--- src/rtl/hsv_colour_detect.sv ---
// Purpose : classify HSV pixels against a hue/sat/value window, emit a 1-bit
//           mask stream and per-frame bounding box / hit count results.
// Latency : 2 cycles pixel-in to mask-out. res_valid arrives with the eop mask beat.
// Backpressure: the pipe advances iff !mask_valid || mask_ready. in_ready mirrors that.
//
// Ports:
//   clk, reset_n                 clock, asynchronous active-low reset
//   h_in/s_in/v_in, in_valid,    pixel stream in. in_sop/in_eop mark the frame
//   in_ready, in_sop, in_eop     boundaries.
//   h_lo/h_hi/s_min/v_min        window. Sampled on the sop transfer.
//   mask_out/mask_valid/_ready   mask stream out
//   x_min..y_max, pix_count,     results of the last completed frame. Held until
//   res_found, res_valid         the next result. res_valid pulses for one cycle.
// Build option: define RUN_FILTER_EN to require a hit on two consecutive pixels
// of the same line. Under that option x==0 is never a hit.

module hsv_colour_detect #(
    parameter int IMAGE_W    = 640,
    parameter int IMAGE_H    = 480,
    parameter int MIN_PIXELS = 64,
    parameter int CNT_W      = 20
) (
    input  logic             clk,
    input  logic             reset_n,
    input  logic [9:0]       h_in,
    input  logic [17:0]      s_in,
    input  logic [9:0]       v_in,
    input  logic             in_valid,
    output logic             in_ready,
    input  logic             in_sop,
    input  logic             in_eop,
    input  logic [9:0]       h_lo,
    input  logic [9:0]       h_hi,
    input  logic [17:0]      s_min,
    input  logic [9:0]       v_min,
    output logic             mask_out,
    output logic             mask_valid,
    input  logic             mask_ready,
    output logic [10:0]      x_min,
    output logic [10:0]      x_max,
    output logic [9:0]       y_min,
    output logic [9:0]       y_max,
    output logic [CNT_W-1:0] pix_count,
    output logic             res_found,
    output logic             res_valid
);

    localparam logic [10:0]      X_LAST  = 11'(IMAGE_W - 1);
    localparam logic [9:0]       Y_LAST  = 10'(IMAGE_H - 1);
    localparam logic [CNT_W-1:0] CNT_MAX = '1;
    localparam logic [CNT_W-1:0] CNT_REQ = CNT_W'(MIN_PIXELS);

    typedef enum logic [1:0] {IDLE, ACTIVE, DONE} state_t;

    logic adv, xfer;
    assign adv      = !mask_valid || mask_ready;
    assign in_ready = adv;
    assign xfer     = in_valid && adv;

    // ---------------- input side: window, coordinates, frame membership
    logic [9:0]  win_h_lo, win_h_hi, win_v_min;
    logic [17:0] win_s_min;
    logic        in_frame;
    logic [10:0] x_cnt, px;
    logic [9:0]  y_cnt, py;
    logic [9:0]  eh_lo, eh_hi, ev_min;
    logic [17:0] es_min;
    logic        hue_ok, raw_pass, hit;

    // The sop pixel uses the live window; the rest of the frame uses the copy.
    assign eh_lo  = in_sop ? h_lo  : win_h_lo;
    assign eh_hi  = in_sop ? h_hi  : win_h_hi;
    assign es_min = in_sop ? s_min : win_s_min;
    assign ev_min = in_sop ? v_min : win_v_min;
    assign px     = in_sop ? 11'd0 : x_cnt;
    assign py     = in_sop ? 10'd0 : y_cnt;

    // h_lo > h_hi describes a window that wraps through 0 (reds).
    assign hue_ok   = (eh_lo <= eh_hi) ? (h_in >= eh_lo && h_in <= eh_hi)
                                       : (h_in >= eh_lo || h_in <= eh_hi);
    assign raw_pass = hue_ok && (s_in >= es_min) && (v_in >= ev_min);

`ifdef RUN_FILTER_EN
    logic prev_pass;
    assign hit = raw_pass && prev_pass && (px != 11'd0);
    always_ff @(posedge clk or negedge reset_n) begin
        if (!reset_n)  prev_pass <= 1'b0;
        else if (xfer) prev_pass <= raw_pass;
    end
`else
    assign hit = raw_pass;
`endif

    always_ff @(posedge clk or negedge reset_n) begin
        if (!reset_n) begin
            win_h_lo  <= '0;
            win_h_hi  <= '0;
            win_s_min <= '0;
            win_v_min <= '0;
            in_frame  <= 1'b0;
            x_cnt     <= '0;
            y_cnt     <= '0;
        end else if (xfer) begin
            if (in_sop) begin
                win_h_lo  <= h_lo;
                win_h_hi  <= h_hi;
                win_s_min <= s_min;
                win_v_min <= v_min;
            end
            in_frame <= !in_eop && (in_sop || in_frame);
            if (px == X_LAST) begin
                x_cnt <= '0;
                y_cnt <= (py == Y_LAST) ? py : py + 10'd1;
            end else begin
                x_cnt <= px + 11'd1;
                y_cnt <= py;
            end
        end
    end

    // ---------------- S1 / S2 pipeline
    logic        s1_vld, s1_hit, s1_sop, s1_eop, s1_frm;
    logic [10:0] s1_x;
    logic [9:0]  s1_y;

    always_ff @(posedge clk or negedge reset_n) begin
        if (!reset_n) begin
            s1_vld     <= 1'b0;
            s1_hit     <= 1'b0;
            s1_sop     <= 1'b0;
            s1_eop     <= 1'b0;
            s1_frm     <= 1'b0;
            s1_x       <= '0;
            s1_y       <= '0;
            mask_valid <= 1'b0;
            mask_out   <= 1'b0;
        end else if (adv) begin
            s1_vld <= in_valid;
            if (in_valid) begin
                // Pixels outside a frame never produce a hit.
                s1_frm <= in_sop || in_frame;
                s1_hit <= hit && (in_sop || in_frame);
                s1_sop <= in_sop;
                s1_eop <= in_eop;
                s1_x   <= px;
                s1_y   <= py;
            end
            mask_valid <= s1_vld;
            mask_out   <= s1_vld && s1_hit;
        end
    end

    // ---------------- accumulation as a frame pixel enters S2
    logic             acc_en, frame_end;
    logic [10:0]      acc_xmin, acc_xmax, nx_xmin, nx_xmax;
    logic [9:0]       acc_ymin, acc_ymax, nx_ymin, nx_ymax;
    logic [CNT_W-1:0] acc_cnt, nx_cnt;
    logic             nx_found;
    state_t           state_q, state_nxt;

    assign acc_en = adv && s1_vld && s1_frm;

    always_comb begin
        // A sop pixel starts from fresh accumulators, discarding any partial frame.
        nx_xmin = s1_sop ? '1 : acc_xmin;
        nx_xmax = s1_sop ? '0 : acc_xmax;
        nx_ymin = s1_sop ? '1 : acc_ymin;
        nx_ymax = s1_sop ? '0 : acc_ymax;
        nx_cnt  = s1_sop ? '0 : acc_cnt;
        if (s1_hit) begin
            if (s1_x < nx_xmin) nx_xmin = s1_x;
            if (s1_x > nx_xmax) nx_xmax = s1_x;
            if (s1_y < nx_ymin) nx_ymin = s1_y;
            if (s1_y > nx_ymax) nx_ymax = s1_y;
            if (nx_cnt != CNT_MAX) nx_cnt = nx_cnt + 1'b1;
        end
        nx_found = (nx_cnt >= CNT_REQ);
    end

    assign frame_end = acc_en && s1_eop && (s1_sop || state_q == ACTIVE);

    always_ff @(posedge clk or negedge reset_n) begin
        if (!reset_n) begin
            acc_xmin  <= '0;
            acc_xmax  <= '0;
            acc_ymin  <= '0;
            acc_ymax  <= '0;
            acc_cnt   <= '0;
            x_min     <= '0;
            x_max     <= '0;
            y_min     <= '0;
            y_max     <= '0;
            pix_count <= '0;
            res_found <= 1'b0;
        end else begin
            if (acc_en) begin
                acc_xmin <= nx_xmin;
                acc_xmax <= nx_xmax;
                acc_ymin <= nx_ymin;
                acc_ymax <= nx_ymax;
                acc_cnt  <= nx_cnt;
            end
            // Results are latched as the FSM enters DONE so that they are
            // already stable while res_valid is high.
            if (frame_end) begin
                pix_count <= nx_cnt;
                res_found <= nx_found;
                x_min     <= nx_found ? nx_xmin : '0;
                x_max     <= nx_found ? nx_xmax : '0;
                y_min     <= nx_found ? nx_ymin : '0;
                y_max     <= nx_found ? nx_ymax : '0;
            end
        end
    end

    // ---------------- frame FSM
    always_ff @(posedge clk or negedge reset_n) begin
        if (!reset_n) state_q <= IDLE;
        else          state_q <= state_nxt;
    end

    always_comb begin
        state_nxt = state_q;
        res_valid = 1'b0;
        if (state_q == DONE) begin
            res_valid = 1'b1;
            state_nxt = IDLE;
        end
        if (acc_en && s1_sop)  state_nxt = s1_eop ? DONE : ACTIVE;
        else if (frame_end)    state_nxt = DONE;
    end

endmodule

--- config.mk ---
export PLATFORM = sky130hd
export DESIGN_NAME = hsv_colour_detect
export DESIGN_NICKNAME = d
export VERILOG_FILES = /design/src/rtl/hsv_colour_detect.sv
export SDC_FILE = /design/constraint.sdc
export NUM_CORES = 1
export LEC_CHECK = 0
export CAP_MARGIN = 20
export CORE_ASPECT_RATIO = 1.75
export CORE_MARGIN = 8
export CORE_UTILIZATION = 50
export CTS_CLUSTER_SIZE = 40
export DETAILED_ROUTE_END_ITERATION = 6
export GPL_TIMING_DRIVEN = 0
export PLACE_DENSITY = 0.78
export SLEW_MARGIN = 30
export SYNTH_ARGS = -nofsm -noshare
export SYNTH_HDL_FRONTEND = slang
export SYNTH_SLANG_ARGS = --single-unit
--- constraint.sdc ---
create_clock -name clk -period 4.6 [get_ports clk]
set_clock_uncertainty 0.2 [all_clocks]
set_input_delay 0.69 -clock clk [delete_from_list [all_inputs] [get_ports clk]]
set_output_delay 0.69 -clock clk [all_outputs]
set_load 0.03 [all_outputs]
==> metrics.yaml <==
outcome:
  outcome: "finished clean"
hold_path:
  min_from: "pix_count[18]"
  hold_path_end: "pix_count[18]"
  whs_path_depth: 2
  hp-class: "reg -> reg"
synthesis:
  ys_seq_area_frac: 0.446
  ys_ff_latch: 225
  synth-edff-count: 0
  yosys.area_share.simple: 0.167
  synthDistinctLibCells: 63
  synthMuxAreaShare: 0.0572
  synth_fp_nets: 1531
  synthFlopType: "dfrtp_1"
  synth_top_family_by_area: "compound AO/OA/AOI/OAI gates"
  ys_warn_count: 0
  synth_cells: 1339
  synth-adder-area-share: 0.0998
  async_reset_ff_frac: 1.00
  synth_compound_area_frac: 0.183
  syn-cell-area_mm2: 0.0126
  synth.avg_cell_area_um2: 9.44
  synthXorXnorAreaFrac: 0.00970
critical_path:
  critPathKind: "reg -> reg"
  start_kind: "flip-flop"
  crit_buf_inv: 4
  cp.arrival_ns: 4.59
  worstPathRequired_ns: 4.81
  crit_chain: "clkbuf_2 > inv_2 > buf_1 > nand2_1 > ha_1 > a211oi_1 > a311oi_1 > o31a_1 > o31ai_1 > clkbuf_2 > mux2_2 > a211oi_1"
  r2r-end: "x_max[8]"
  r2r_cells: 12
  critPathMaxFanout: 10
  path_depth: 12
  critPathCaptureType: "flip-flop"
  crit_family: "buffers and inverters"
  r2r_start: "s1_sop"
  slowest_stage: "buf_1"
  rrSetupSlack_ns: 0.22
  max_stage_delay_ns: 0.64
pwr:
  power_uw: 6640
  cellPowerDensity_mw_per_mm2: 431
  vdd_ir_drop_max_mv: 0.252
  leakagePower_uw: 0.00682
clock_tree:
  ctsHtreeMaxLevel: 1
  clockRootBuffer: "clkbuf_16"
  cts_buffers: 23
  clock_path_buffers: 3
  clk_pin_slew_ns: 0.06
  cts_tree: "yes"
  cts.sinks: 225
  clkLatencyLatePin_ns: 0.52
finish:
  final_common_cell: "nand2_1"
  stdcell_count: 1855
  area_growth_pct: 21.9
  layout-drive-gt1-share: 0.0559
  diodes: 0
  nets: 1716
  mostFrequentLayoutCells: "nand2_1, dfrtp_1, clkdlybuf4s50_1, o21ai_0, ha_1"
global_route:
  antenna_found_initial: 0
  grt_first_pass_wirelength_mm: 58.5
  grt_max_degree: 91
  grt_pass1_vias: 11500
  grtUsageTotal: 0.237
  grt_overflow: 0
routing:
  wire_per_inst_um: 19.4
  wl_met1_mm: 13.1
  met2_wirelength_mm: 19.2
  vias_per_cell: 5.86
  met3RoutedLength_mm: 1.73
  postRouteWirelength_mm: 36.1
  vias: 10900
  drt_iter0_markers: 461
  drtAntennaViolNets: 0
  drc: 0
  topRoutingLayerUsed: "met4"
  drt_first_pass_iters: 5
floorplan:
  die-area_mm2: 0.0308
  num_rows: 77
  die_w_um: 136
  die_h_um: 226
  core-area_mm2: 0.0250
  initial_core_util: 0.504
  io_pins: 159
sta:
  fin_crit_ns: 4.38
  slew_viol_final: 0
  timing.final.ws_setup_ns: 0.219
  timing.fmax_ghz: 0.228
  finalHoldViolations: 0
  period_share: 0.952
  setup_violations: 0
  worstMarginPinSlew_ns: 0.891
  slew_headroom: 0.400
  rsz0062_at_grt: "false"
placed_design:
  routabilityCongestion: 0.932
  dp_hpwl_mm: 28.1
  place_inst: 1814
  place_ws_ns: -0.253
  portBuffers: 157
run:
  maxCapViolCount: 0
synth_stat cells, types with 21 or more instances:
master	n	area, µm²
o22a_1	21	184
nand3_1	21	105
mux2i_1	52	521
o211ai_1	28	210
nor2_1	78	293
o21ai_0	124	621
a21oi_1	69	345
a22o_1	23	201
dfrtp_1	225	5630
ha_1	100	1250
inv_1	37	139
clkbuf_1	63	236
nand2_1	233	875
worst min-delay path, cell delays in order (launching register included):
cell and delay, ns:
dfrtp_1 0.34, nand2_1 0.05, o31ai_1 0.05
worst max path at each step:
stage                       start           to  slack (ns)
after floorplan            in_sop       s1_hit        0.70
after global placement    reset_n  win_h_lo[2]       -6.79
after detailed placement   in_sop       s1_hit       -0.25
after CTS                  s1_sop  acc_ymin[3]        0.04
after global routing       s1_sop  acc_ymax[8]       0.007
final                      s1_sop     x_max[8]        0.22
kinds of logic (layout without fill, tap and decap cells):
logic type | after synthesis | count (layout)
AOI/OAI and AO/OA | 360 | 360
xor gates and xnor gates | 14 | 14
adders and majority gates | 101 | 101
buffers and inverters | 117 | 317
DFF | 225 | 225
muxes | 70 | 70
and+or+nand+nor | 452 | 452
sequential cells by signal (all words and copies together) (netlist names), 2 cells and up:
name	count
acc_cnt	20
acc_ymax	10
s1_x	11
state_q	2
x_cnt	11
y_cnt	10
pix_count	20
acc_xmin	11
y_min	10
win_h_lo	10
win_v_min	10
win_s_min	18
win_h_hi	10
acc_xmax	11
x_min	11
x_max	11
s1_y	10
acc_ymin	10
y_max	10
area by class of cell:
class                      instances  area (µm²)
clock inverter                     8        48.8
inverter                          38         143
multi-input combinational        997        6540
tap                              316         395
buffer                            79         335
clock buffer                      32         659
timing repair buffer             160        1640
fill                            2200        9650
sequential                       225        5630
power by group:
group | internal (µW) | switching (µW)
Combinational | 899 | 1250
Sequential | 2390 | 300
Clock | 1000 | 789
routing by layer:
| metal | up-vias | GRT usage |
|---|---|---|
| met2 | 319 | 0.444 |
| met1 | 5247 | 0.239 |
| li1 | 5189 | - |
| met5 | - | 0 |
| met3 | 119 | 0.0373 |
| met4 | 0 | 0.141 |
per-stage QoR:
stage               instance area (µm²)   TNS, ns  utilization  hold slack [ns]
global placement                  14600  -1520.78        0.583            0.252
finish                            15400         0        0.615            0.273
detailed placement                14700    -0.253        0.586            0.256
global route                      15400         0        0.615            0.304
floorplan                         12600         0            -            0.194
CTS                               15400         0        0.614            0.280
timing repair:
action | in CTS | in global routing
endpoints found under the setup margin | 0 | 60
resized for setup | 0 | 9
hold buffers | 1 | 0
setup buffers | 0 | 0
hold endpoints to repair | 49 | 0
(Power assumes the default switching activity.)
